==> config.mk <==
export PLATFORM = sky130hd
export DESIGN_NAME = cmsdk_apb4_eg_slave_arb_flat
export DESIGN_NICKNAME = d
export VERILOG_FILES = /design/src/rtl/cmsdk_apb4_eg_slave_arb_pkg.sv /design/src/rtl/cmsdk_apb4_eg_slave_arb_if.sv /design/src/rtl/cmsdk_apb4_eg_slave_arb_rr.sv /design/src/rtl/cmsdk_apb4_eg_slave_arb.sv /design/src/flat_wrapper.sv
export SDC_FILE = /design/constraint.sdc
export NUM_CORES = 1
export LEC_CHECK = 0
export CAP_MARGIN = 20
export CORE_MARGIN = 8
export CORE_UTILIZATION = 37
export CTS_CLUSTER_SIZE = 10
export DETAILED_ROUTE_END_ITERATION = 8
export PLACE_DENSITY = 0.85
export SYNTH_ARGS = -nofsm -noshare
export SYNTH_HDL_FRONTEND = slang
export SYNTH_HIERARCHICAL = 1
export SYNTH_SLANG_ARGS = --single-unit
==> constraint.sdc <==
create_clock -name pclk -period 3.8 [get_ports pclk]
set_clock_uncertainty 0.05 [all_clocks]
set_input_delay 0.76 -clock pclk [delete_from_list [all_inputs] [get_ports pclk]]
set_output_delay 0.76 -clock pclk [all_outputs]
set_load 0.01 [all_outputs]
==> src/rtl/cmsdk_apb4_eg_slave_arb_pkg.sv <==
// Shared types and constants for the two-requester APB4 example-slave arbiter.
package cmsdk_apb4_eg_slave_arb_pkg;

  typedef enum logic [1:0] {
    ST_IDLE   = 2'd0,
    ST_ACCESS = 2'd1,
    ST_DONE   = 2'd2
  } state_t;

  localparam int ID_W         = 1;
  localparam int ACCESS_BYTES = 4;
  localparam int DATA_W       = 8 * ACCESS_BYTES;

endpackage

==> src/rtl/cmsdk_apb4_eg_slave_arb_if.sv <==
// Requester and register-interface bundle for cmsdk_apb4_eg_slave_arb.
// Lock inputs exist only when CMSDK_APB4_EG_ARB_LOCK_EN is defined.
interface cmsdk_apb4_eg_slave_arb_if #(
  parameter int ADDRWIDTH = 12
);
  import cmsdk_apb4_eg_slave_arb_pkg::*;

  logic                    req0, write0, ack0;
  logic [ADDRWIDTH-1:0]    addr0;
  logic [ACCESS_BYTES-1:0] strb0;
  logic [DATA_W-1:0]       wdata0, rdata0;

  logic                    req1, write1, ack1;
  logic [ADDRWIDTH-1:0]    addr1;
  logic [ACCESS_BYTES-1:0] strb1;
  logic [DATA_W-1:0]       wdata1, rdata1;

`ifdef CMSDK_APB4_EG_ARB_LOCK_EN
  logic                    lock0, lock1;
`endif

  logic [ADDRWIDTH-1:0]    addr;
  logic                    read_en, write_en, busy;
  logic [ACCESS_BYTES-1:0] byte_strobe;
  logic [DATA_W-1:0]       wdata, rdata;

  // Arbiter view: serves both requesters and drives the register block.
  modport slave (
    input  req0, write0, addr0, strb0, wdata0,
    input  req1, write1, addr1, strb1, wdata1,
`ifdef CMSDK_APB4_EG_ARB_LOCK_EN
    input  lock0, lock1,
`endif
    input  rdata,
    output ack0, rdata0, ack1, rdata1,
    output addr, read_en, write_en, byte_strobe, wdata, busy
  );

  modport master (
    output req0, write0, addr0, strb0, wdata0,
    output req1, write1, addr1, strb1, wdata1,
`ifdef CMSDK_APB4_EG_ARB_LOCK_EN
    output lock0, lock1,
`endif
    output rdata,
    input  ack0, rdata0, ack1, rdata1,
    input  addr, read_en, write_en, byte_strobe, wdata, busy
  );

endinterface

==> src/rtl/cmsdk_apb4_eg_slave_arb_rr.sv <==
// Combinational two-way round-robin pick with optional hold of the last winner.
module cmsdk_apb4_eg_slave_arb_rr
  import cmsdk_apb4_eg_slave_arb_pkg::*;
(
  input  logic [1:0]      req,
  input  logic [ID_W-1:0] last_grant,
  input  logic            lock_hold,
  output logic            gnt_valid,
  output logic [ID_W-1:0] gnt_id
);

  always_comb begin
    gnt_valid = |req;
    gnt_id    = last_grant;
    if (req == 2'b11) begin
      gnt_id = lock_hold ? last_grant : ~last_grant;
    end else if (req[1]) begin
      gnt_id = 1'b1;
    end else begin
      gnt_id = 1'b0;
    end
  end

endmodule

==> src/rtl/cmsdk_apb4_eg_slave_arb.sv <==
// Round-robin arbiter and one-access-at-a-time sequencer for the APB4 example slave.
// Define CMSDK_APB4_EG_ARB_LOCK_EN to add lock0/lock1 back-to-back grant holding.
module cmsdk_apb4_eg_slave_arb
  import cmsdk_apb4_eg_slave_arb_pkg::*;
#(
  parameter int ADDRWIDTH = 12
) (
  input  logic                      pclk,
  input  logic                      preset,
  cmsdk_apb4_eg_slave_arb_if.slave  bus
);

  state_t                  state_reg, state_next;
  logic [ID_W-1:0]         last_grant_reg, last_grant_next;
  logic [ID_W-1:0]         gnt_id_reg, gnt_id_next;
  logic                    load_payload, capture_rdata;

  logic                    pay_write_reg;
  logic [ADDRWIDTH-1:0]    pay_addr_reg;
  logic [ACCESS_BYTES-1:0] pay_strb_reg;
  logic [DATA_W-1:0]       pay_wdata_reg;
  logic [DATA_W-1:0]       rdata_reg [2];
  logic [1:0]              ack_vec;

  logic                    rr_valid;
  logic [ID_W-1:0]         rr_id;
  logic                    lock_hold;

  cmsdk_apb4_eg_slave_arb_rr u_rr (
    .req        ({bus.req1, bus.req0}),
    .last_grant (last_grant_reg),
    .lock_hold  (lock_hold),
    .gnt_valid  (rr_valid),
    .gnt_id     (rr_id)
  );

`ifdef CMSDK_APB4_EG_ARB_LOCK_EN
  logic lock_hold_reg;
  // Lock is sampled in DONE and only honoured in the IDLE cycle right after it.
  always_ff @(posedge pclk or posedge preset) begin
    if (preset) begin
      lock_hold_reg <= 1'b0;
    end else if (state_reg == ST_DONE) begin
      lock_hold_reg <= (gnt_id_reg == 1'b1) ? bus.lock1 : bus.lock0;
    end else begin
      lock_hold_reg <= 1'b0;
    end
  end
  assign lock_hold = lock_hold_reg;
`else
  assign lock_hold = 1'b0;
`endif

  always_comb begin
    state_next      = state_reg;
    last_grant_next = last_grant_reg;
    gnt_id_next     = gnt_id_reg;
    load_payload    = 1'b0;
    capture_rdata   = 1'b0;
    case (state_reg)
      ST_IDLE: begin
        if (rr_valid) begin
          gnt_id_next  = rr_id;
          load_payload = 1'b1;
          state_next   = ST_ACCESS;
        end
      end
      ST_ACCESS: begin
        capture_rdata   = ~pay_write_reg;
        last_grant_next = gnt_id_reg;
        state_next      = ST_DONE;
      end
      ST_DONE: state_next = ST_IDLE;
      default: state_next = ST_IDLE;
    endcase
  end

  always_ff @(posedge pclk or posedge preset) begin
    if (preset) begin
      state_reg      <= ST_IDLE;
      last_grant_reg <= 1'b1;
      gnt_id_reg     <= '0;
      pay_write_reg  <= 1'b0;
      pay_addr_reg   <= '0;
      pay_strb_reg   <= '0;
      pay_wdata_reg  <= '0;
    end else begin
      state_reg      <= state_next;
      last_grant_reg <= last_grant_next;
      gnt_id_reg     <= gnt_id_next;
      if (load_payload) begin
        pay_write_reg <= (rr_id == 1'b1) ? bus.write1 : bus.write0;
        pay_addr_reg  <= (rr_id == 1'b1) ? bus.addr1  : bus.addr0;
        pay_strb_reg  <= (rr_id == 1'b1) ? bus.strb1  : bus.strb0;
        pay_wdata_reg <= (rr_id == 1'b1) ? bus.wdata1 : bus.wdata0;
      end
    end
  end

  genvar gi;
  generate
    for (gi = 0; gi < 2; gi++) begin : g_req
      always_ff @(posedge pclk or posedge preset) begin
        if (preset) begin
          rdata_reg[gi] <= '0;
        end else if (capture_rdata && (gnt_id_reg == ID_W'(gi))) begin
          rdata_reg[gi] <= bus.rdata;
        end
      end
      assign ack_vec[gi] = (state_reg == ST_DONE) && (gnt_id_reg == ID_W'(gi));
    end
  endgenerate

  assign bus.ack0   = ack_vec[0];
  assign bus.ack1   = ack_vec[1];
  assign bus.rdata0 = rdata_reg[0];
  assign bus.rdata1 = rdata_reg[1];

  // addr simply holds the last granted address; strobes and data are gated to ACCESS.
  assign bus.addr        = pay_addr_reg;
  assign bus.read_en     = (state_reg == ST_ACCESS) && !pay_write_reg;
  assign bus.write_en    = (state_reg == ST_ACCESS) &&  pay_write_reg;
  assign bus.byte_strobe = bus.write_en ? pay_strb_reg  : '0;
  assign bus.wdata       = bus.write_en ? pay_wdata_reg : '0;
  assign bus.busy        = (state_reg != ST_IDLE);

endmodule

==> src/flat_wrapper.sv <==
// flat-port wrapper written by rule: the top's interface ports become plain ports
module cmsdk_apb4_eg_slave_arb_flat import cmsdk_apb4_eg_slave_arb_pkg::*;
#(
  parameter int ADDRWIDTH = 12
)
  (pclk, preset, bus_req0, bus_write0, bus_addr0, bus_strb0, bus_wdata0, bus_req1, bus_write1, bus_addr1, bus_strb1, bus_wdata1, bus_rdata, bus_ack0, bus_rdata0, bus_ack1, bus_rdata1, bus_addr, bus_read_en, bus_write_en, bus_byte_strobe, bus_wdata, bus_busy);
  cmsdk_apb4_eg_slave_arb_if #(.ADDRWIDTH(ADDRWIDTH)) bus_i ();
  input  logic pclk;
  input  logic preset;
  input wire logic [$bits(bus_i.req0)-1:0] bus_req0;
  input wire logic [$bits(bus_i.write0)-1:0] bus_write0;
  input wire logic [$bits(bus_i.addr0)-1:0] bus_addr0;
  input wire logic [$bits(bus_i.strb0)-1:0] bus_strb0;
  input wire logic [$bits(bus_i.wdata0)-1:0] bus_wdata0;
  input wire logic [$bits(bus_i.req1)-1:0] bus_req1;
  input wire logic [$bits(bus_i.write1)-1:0] bus_write1;
  input wire logic [$bits(bus_i.addr1)-1:0] bus_addr1;
  input wire logic [$bits(bus_i.strb1)-1:0] bus_strb1;
  input wire logic [$bits(bus_i.wdata1)-1:0] bus_wdata1;
  input wire logic [$bits(bus_i.rdata)-1:0] bus_rdata;
  output wire logic [$bits(bus_i.ack0)-1:0] bus_ack0;
  output wire logic [$bits(bus_i.rdata0)-1:0] bus_rdata0;
  output wire logic [$bits(bus_i.ack1)-1:0] bus_ack1;
  output wire logic [$bits(bus_i.rdata1)-1:0] bus_rdata1;
  output wire logic [$bits(bus_i.addr)-1:0] bus_addr;
  output wire logic [$bits(bus_i.read_en)-1:0] bus_read_en;
  output wire logic [$bits(bus_i.write_en)-1:0] bus_write_en;
  output wire logic [$bits(bus_i.byte_strobe)-1:0] bus_byte_strobe;
  output wire logic [$bits(bus_i.wdata)-1:0] bus_wdata;
  output wire logic [$bits(bus_i.busy)-1:0] bus_busy;
  assign bus_i.req0 = bus_req0;
  assign bus_i.write0 = bus_write0;
  assign bus_i.addr0 = bus_addr0;
  assign bus_i.strb0 = bus_strb0;
  assign bus_i.wdata0 = bus_wdata0;
  assign bus_i.req1 = bus_req1;
  assign bus_i.write1 = bus_write1;
  assign bus_i.addr1 = bus_addr1;
  assign bus_i.strb1 = bus_strb1;
  assign bus_i.wdata1 = bus_wdata1;
  assign bus_i.rdata = bus_rdata;
  assign bus_ack0 = bus_i.ack0;
  assign bus_rdata0 = bus_i.rdata0;
  assign bus_ack1 = bus_i.ack1;
  assign bus_rdata1 = bus_i.rdata1;
  assign bus_addr = bus_i.addr;
  assign bus_read_en = bus_i.read_en;
  assign bus_write_en = bus_i.write_en;
  assign bus_byte_strobe = bus_i.byte_strobe;
  assign bus_wdata = bus_i.wdata;
  assign bus_busy = bus_i.busy;
  cmsdk_apb4_eg_slave_arb #(.ADDRWIDTH(ADDRWIDTH)) u_core (.pclk(pclk), .preset(preset), .bus(bus_i));
endmodule
==> results of run 1 <==
[metal layers]
layer  GRT usage (%)  vias to the layer above
li1                -                     1758
met1            16.3                     1822
met2            28.6                      155
met3            8.53                       17
met4            5.49                        0
met5               0                        -
[cell usage in the layout, fill, tap and decap left out]
master / n
mux2_1: 15
nor4b_4: 1
and3b_1: 2
xor2_1: 1
nor3b_4: 1
clkinv_2: 4
dfrtp_1: 116
inv_1: 1
bufinv_16: 3
nor2_1: 1
a21boi_4: 1
clkbuf_8: 2
clkbuf_16: 17
nand2b_1: 1
nor3b_1: 1
mux2_2: 149
nor4bb_4: 1
conb_1: 1
clkdlybuf4s50_1: 250
buf_12: 4
and2_1: 36
clkinvlp_4: 6
clkinv_4: 1
buf_4: 3
or2_2: 2
dfstp_2: 1
[worst max-delay path by stage]
| stage | endpoint | from | depth (start not counted) | slack, ns |
|---|---|---|---|---|
| after floorplan | u_core/bus.addr[0] | preset | 1 | 1.56 |
| after global placement | u_core/pay_wdata_reg[25] | bus_req1 | 5 | 1.09 |
| after detailed placement | u_core/pay_wdata_reg[25] | bus_req1 | 5 | 1.02 |
| after CTS | bus_byte_strobe[1] | u_core/state_reg[1] | 4 | 0.70 |
| after global routing | bus_byte_strobe[1] | u_core/state_reg[1] | 4 | 0.62 |
| final | bus_wdata[3] | u_core/state_reg[1] | 4 | 0.75 |
[worst max-delay path: cells and delay by family, from the launching register on]
family | cells | cell delay [ns]
buffers and inverters | 2 | 0.86
DFF | 1 | 0.50
and+or+nand+nor | 2 | 0.46
[metrics by stage]
| step | util, % | hold WS, ns | power [mW] | cells |
|---|---|---|---|---|
| floorplan | - | 0.422 | 3.67 | 355 |
| global placement | 57.3 | 0.417 | 5.13 | 769 |
| detailed placement | 57.3 | 0.428 | 5.25 | 769 |
| CTS | 61.7 | 0.440 | 6.91 | 801 |
| global route | 61.7 | 0.457 | 7.17 | 801 |
| finish | 61.7 | 0.437 | 6.79 | 801 |
[logic make-up (layout without fill, tap and decap cells)]
kind of cell    Yosys count  in the layout  synth area share (%)
mux                     164            164                  34.9
flops                   117            117                  55.4
simple gates             46             46                  6.04
buf+inv                  25            291                  3.22
other cells               1              1                0.0710
compound gates            1              1                 0.142
xor+xnor                  1              1                 0.166
[layout make-up]
cell class                      count  area [sq um]  area share (%)
Sequential cell                   117          2930            34.1
Timing Repair Buffer              257          2610            30.3
Multi-Input combinational cell    213          2220            25.8
Clock buffer                       19           453            5.27
Tap cell                          180           225            2.62
Clock inverter                     13           156            1.82
Inverter                            2          11.3           0.131
[power by group]
group,internal [mW],leakage [nW],switching (mW)
Combinational,1.84,1.81,1.09
Sequential,1.89,1.39,0.351
Clock,1.06,0.287,0.556
Total,4.79,3.49,2.00
==> key figures, run 1 <==
Floorplanning
  – Die width: 136 um
  – Chip height: 136 um
  – Num ports: 251
  – Std cell rows: 43
  – Die area: 18400 sq um
  – Initial cell density of the core: 37.9%
  – Core area: 13900 sq um

Cells and area
  – Antenna diodes: 0
  – Final instance area: 8600 sq um
  – Proportion of layout cells with a drive suffix above 1: 31.6%
  – Layout area overhead: 62.7%
  – Fillcell total: 1075
  – Fin nets: 742

CTS
  – CTS tree: built
  – Post_cts resized: 0
  – Depth of the CTS H-tree: 4
  – Hold_buf cts: 0
  – Clk sink count: 117
  – Root buf cell: clkbuf_16
  – CTS Buffer Depth: 2
  – Post-CTS Setup Bufs: 0
  – Clock latency on the worst-skew pair: 0.41 ns
  – Cts bufs inserted: 17
  – Reg clk slew, reported paths: 0.05 ns

Timing
  – Final worst path period share: 80.2%
  – Post-route minimum period: 3.05 ns
  – Fin. max-slew vios: 0
  – RSZ-0062 raised after global routing: false
  – Post-route setup slack: 0.754 ns
  – Final setup fails: 0
  – Final Hold Vio Count: 0
  – Fmax: 328 MHz
  – Max_slew headroom: 43.1%
  – Setup TNS: 0 ns
  – Worst slew pin tran: 0.850 ns

Route
  – Met2 WL: 7750 um
  – Met3 WL: 1570 um
  – DR top layer: met4
  – TritonRoute pass-1 iters: 4
  – Vias: 3752
  – Final WL: 14900 um
  – Post-route antenna net violation count: 0
  – Drt wl/cell: 18.7 um
  – Drt first-iter violations: 102
  – Metal1 wirelength: 5440 um
  – Number of remaining DRC errors: 0
  – Vias per inst: 4.68

Yosys
  – Synth area leaders: dfrtp_1 55%, mux2_2 32%, and2_1 4.3%
  – Mapped Cells: 355
  – Netlist cell types: 21
  – Syn Nets: 489
  – Avg Cell Area, Syn: 14.9 sq um
  – Post-Syn Area: 5290 sq um
  – Synth top area share: 54.9%
  – Dominant cell type by area after synthesis: dfrtp_1
  – Ys async rst share: 100%
  – Top_reg_cell synth: dfrtp_1
  – Top-count cell post-synth: mux2_2
  – YS warnings: 6
  – Count of state elements after synthesis: 117
  – Post-synth EDFFs: 0
  – Sequential element share of the synthesized area: 55.4%
  – Post-synth top cells: 149 x mux2_2, 116 x dfrtp_1, 36 x and2_1

GRT
  – Global-route wire length before repair: 23000 um
  – Total GRT Usage: 16.3%
  – Remaining Overflow, GRT: 0
  – Vias in the first global route: 4198
  – Largest net degree at the start of global routing: 54
  – Initial antenna violation count: 0

Worst setup path
  – CP Class: register to primary output
  – CP cell instances: and3b_1 -> buf_4 -> and2_1 -> clkdlybuf4s50_1
  – Crit path required time: 2.99 ns
  – Critical path data arrival time: 2.24 ns
  – Reg-to-reg critical path endpoint: u_core/bus.rdata0[29]
  – Cell count of the worst reg-to-reg path: 3
  – CP peak stage delay: 0.55 ns
  – Crit-path max FO: 37
  – FF-to-FF Start: u_core/state_reg[1]
  – R2R setup slack: 1.67 ns
  – Slowest cell on the critical path: clkdlybuf4s50_1
  – Nature of the critical path startpoint: register
  – Critical path endpoint category: primary output

Place
  – Placed Area: 7990 sq um
  – IO buf count: 250
  – DP Worst Slack: 1.02 ns
  – DP HPWL: 11500 um
  – Routability cong.: 0.732

Hold path
  – Hold EP: u_core/bus.rdata0[12]
  – HP Start: u_core/bus.rdata0[12]
  – Worst hold stages: 1
  – HP Class: register to register

Power
  – VDD IR-drop max: 0.517 mV
  – P_leak: 3.49 nW
  – Pwr Density: 790 nW/um^2

Run status
  – Outcome: completed

Job
  – Max-cap violation count: 0
(Power assumes the default switching activity.)
==> run 2: changes to the inputs <==
--- a/config.mk
+++ b/config.mk
@@ -7,10 +7,10 @@
 export LEC_CHECK = 0
 export CAP_MARGIN = 20
 export CORE_MARGIN = 8
-export CORE_UTILIZATION = 37
+export CORE_UTILIZATION = 40
 export CTS_CLUSTER_SIZE = 10
 export DETAILED_ROUTE_END_ITERATION = 8
-export PLACE_DENSITY = 0.85
+export PLACE_DENSITY = 0.87
 export SYNTH_ARGS = -nofsm -noshare
 export SYNTH_HDL_FRONTEND = slang
 export SYNTH_HIERARCHICAL = 1
==> constraint.sdc (replaced) <==
create_clock -name pclk -period 3.05 [get_ports pclk]
set_clock_uncertainty 0.05 [all_clocks]
set_input_delay 0.61 -clock pclk [delete_from_list [all_inputs] [get_ports pclk]]
set_output_delay 0.61 -clock pclk [all_outputs]
set_load 0.01 [all_outputs]
==> run 2 against run 1 <==
- die area shrank 6.6%
- largest power group unchanged
- global-route usage grew 0.94 points
- sequential cell count is the same
- wire length shrank 0.98%
- combinational power grew 25%
- highest routed layer unchanged
- register-to-register slack lost 0.49 ns
- clock power grew 34%
==> key figures, run 2 (synthesized netlist as in run 1, its figures left out) <==
Cells and area
  – Proportion of layout cells with a drive suffix above 1: 31.1%
  – Storage element area: 2930 sq um
  – Fin nets: 741
  – Final instance area: 8610 sq um
  – Multi-input logic area: 2220 sq um
  – Layout area overhead: 63.0%
  – Most common cell after layout, fill and taps aside: clkdlybuf4s50_1
  – Commonest non-fill, non-tap cells in the layout: 250 x clkdlybuf4s50_1, 149 x mux2_2, 116 x dfrtp_1
  – Antenna diodes: 0
  – Fillcell total: 918

Floorplanning
  – Core area: 13100 sq um
  – Chip height: 131 um
  – Die area: 17100 sq um
  – Initial cell density of the core: 40.4%
  – Die width: 131 um
  – Std cell rows: 42
  – Num ports: 251

Route
  – Final WL: 14800 um
  – Number of remaining DRC errors: 0
  – Vias: 3752
  – TritonRoute pass-1 iters: 3
  – Vias per inst: 4.71
  – Drt first-iter violations: 132
  – Drt wl/cell: 18.6 um
  – Post-route antenna net violation count: 0

Timing
  – Fmax: 344 MHz
  – Post-route minimum period: 2.90 ns
  – RSZ-0062 raised after global routing: false
  – Final setup fails: 0
  – Final worst path period share: 95.2%
  – Final Hold Vio Count: 0
  – Worst slew pin tran: 0.673 ns
  – Fin. max-slew vios: 0
  – Setup TNS: 0 ns
  – Max_slew headroom: 55.1%

Worst setup path
  – Nature of the critical path startpoint: register
  – R2R setup slack: 1.18 ns
  – Critical path endpoint category: primary output
  – Critical path data arrival time: 2.24 ns
  – Crit path required time: 2.39 ns
  – Crit-path max FO: 37
  – CP Class: register to primary output

CTS
  – Depth of the CTS H-tree: 4
  – Post-CTS Setup Bufs: 0
  – Clock latency on the worst-skew pair: 0.40 ns
  – Root buf cell: clkbuf_16
  – CTS Buffer Depth: 2
  – CTS tree: built
  – Hold_buf cts: 0
  – Clk sink count: 117
  – Cts bufs inserted: 17
  – Reg clk slew, reported paths: 0.05 ns
  – Post_cts resized: 0

Job
  – Max-cap violation count: 0

Place
  – Routability cong.: 0.760
  – Placed Area: 7960 sq um
  – DP HPWL: 11000 um
  – IO buf count: 250

Power
  – VDD IR-drop max: 0.660 mV
  – Pwr Density: 999 nW/um^2
  – P_leak: 3.52 nW

GRT
  – Vias in the first global route: 4185
  – Largest net degree at the start of global routing: 118
  – Remaining Overflow, GRT: 0
  – Total GRT Usage: 17.3%
  – Initial antenna violation count: 0
  – Global-route wire length before repair: 22200 um

Run status
  – Outcome: completed

Hold path
  – HP Class: register to register
[run 2: cell types whose count changed in the layout (fill, tap and decap cells not counted), sizes merged]
cell / before / now
buf: 7 / 6
bufinv: 3 / 5
clkbuf: 19 / 22
clkinvlp: 6 / 1
[run 2: area by class of cell]
class / instances / share of cell area, %
sequential: 117 / 34.0
multi-input combinational: 213 / 25.8
timing repair buffer: 256 / 30.0
clock buffer: 22 / 5.51
inverter: 2 / 0.131
clock inverter: 10 / 2.03
tap: 176 / 2.56
[run 2: metrics by stage]
stage	std cells	utilization [%]	setup slack, ns	power [mW]	hold slack [ns]
floorplan	355	-	0.963	4.58	0.422
global placement	764	60.9	0.571	6.39	0.417
detailed placement	764	60.9	0.543	6.53	0.425
CTS	796	65.8	0.0973	8.76	0.437
global route	796	65.8	0.0292	9.09	0.451
finish	796	65.8	0.146	8.61	0.437
[run 2: per-layer routing]
metal	up-vias	part of all wire, %	track usage (%)
li1	1754	-	-
met1	1813	35	17.3
met2	162	51	29.9
met3	23	13	8.69
met4	0	1.9	7.22
met5	-	0	0
[run 2: power breakdown]
part / internal, mW / total (mW) / switching, mW
Combinational: 2.28 / 3.65 / 1.37
Sequential: 2.36 / 2.80 / 0.439
Clock: 1.51 / 2.16 / 0.653
Total: 6.15 / 8.61 / 2.46
[run 2: worst max-delay path: stages, from the launching register on]
cell	delay [ns]
dfrtp_1	0.51
and3b_1	0.26
buf_4	0.30
and2_1	0.22
clkdlybuf4s50_1	0.55
[run 2: final timing paths]
kind | from | endpoint | cells past startpoint
min reg2reg | u_core/bus.rdata0[26] | u_core/bus.rdata0[26] | 1
min in group asynchronous | preset | u_core/bus.rdata1[17] | 3
max in group asynchronous | preset | u_core/bus.rdata1[16] | 3
min | u_core/bus.rdata0[26] | u_core/bus.rdata0[26] | 1
max reg2reg | u_core/last_grant_reg | u_core/pay_write_reg | 5
max | u_core/state_reg[1] | bus_wdata[9] | 4
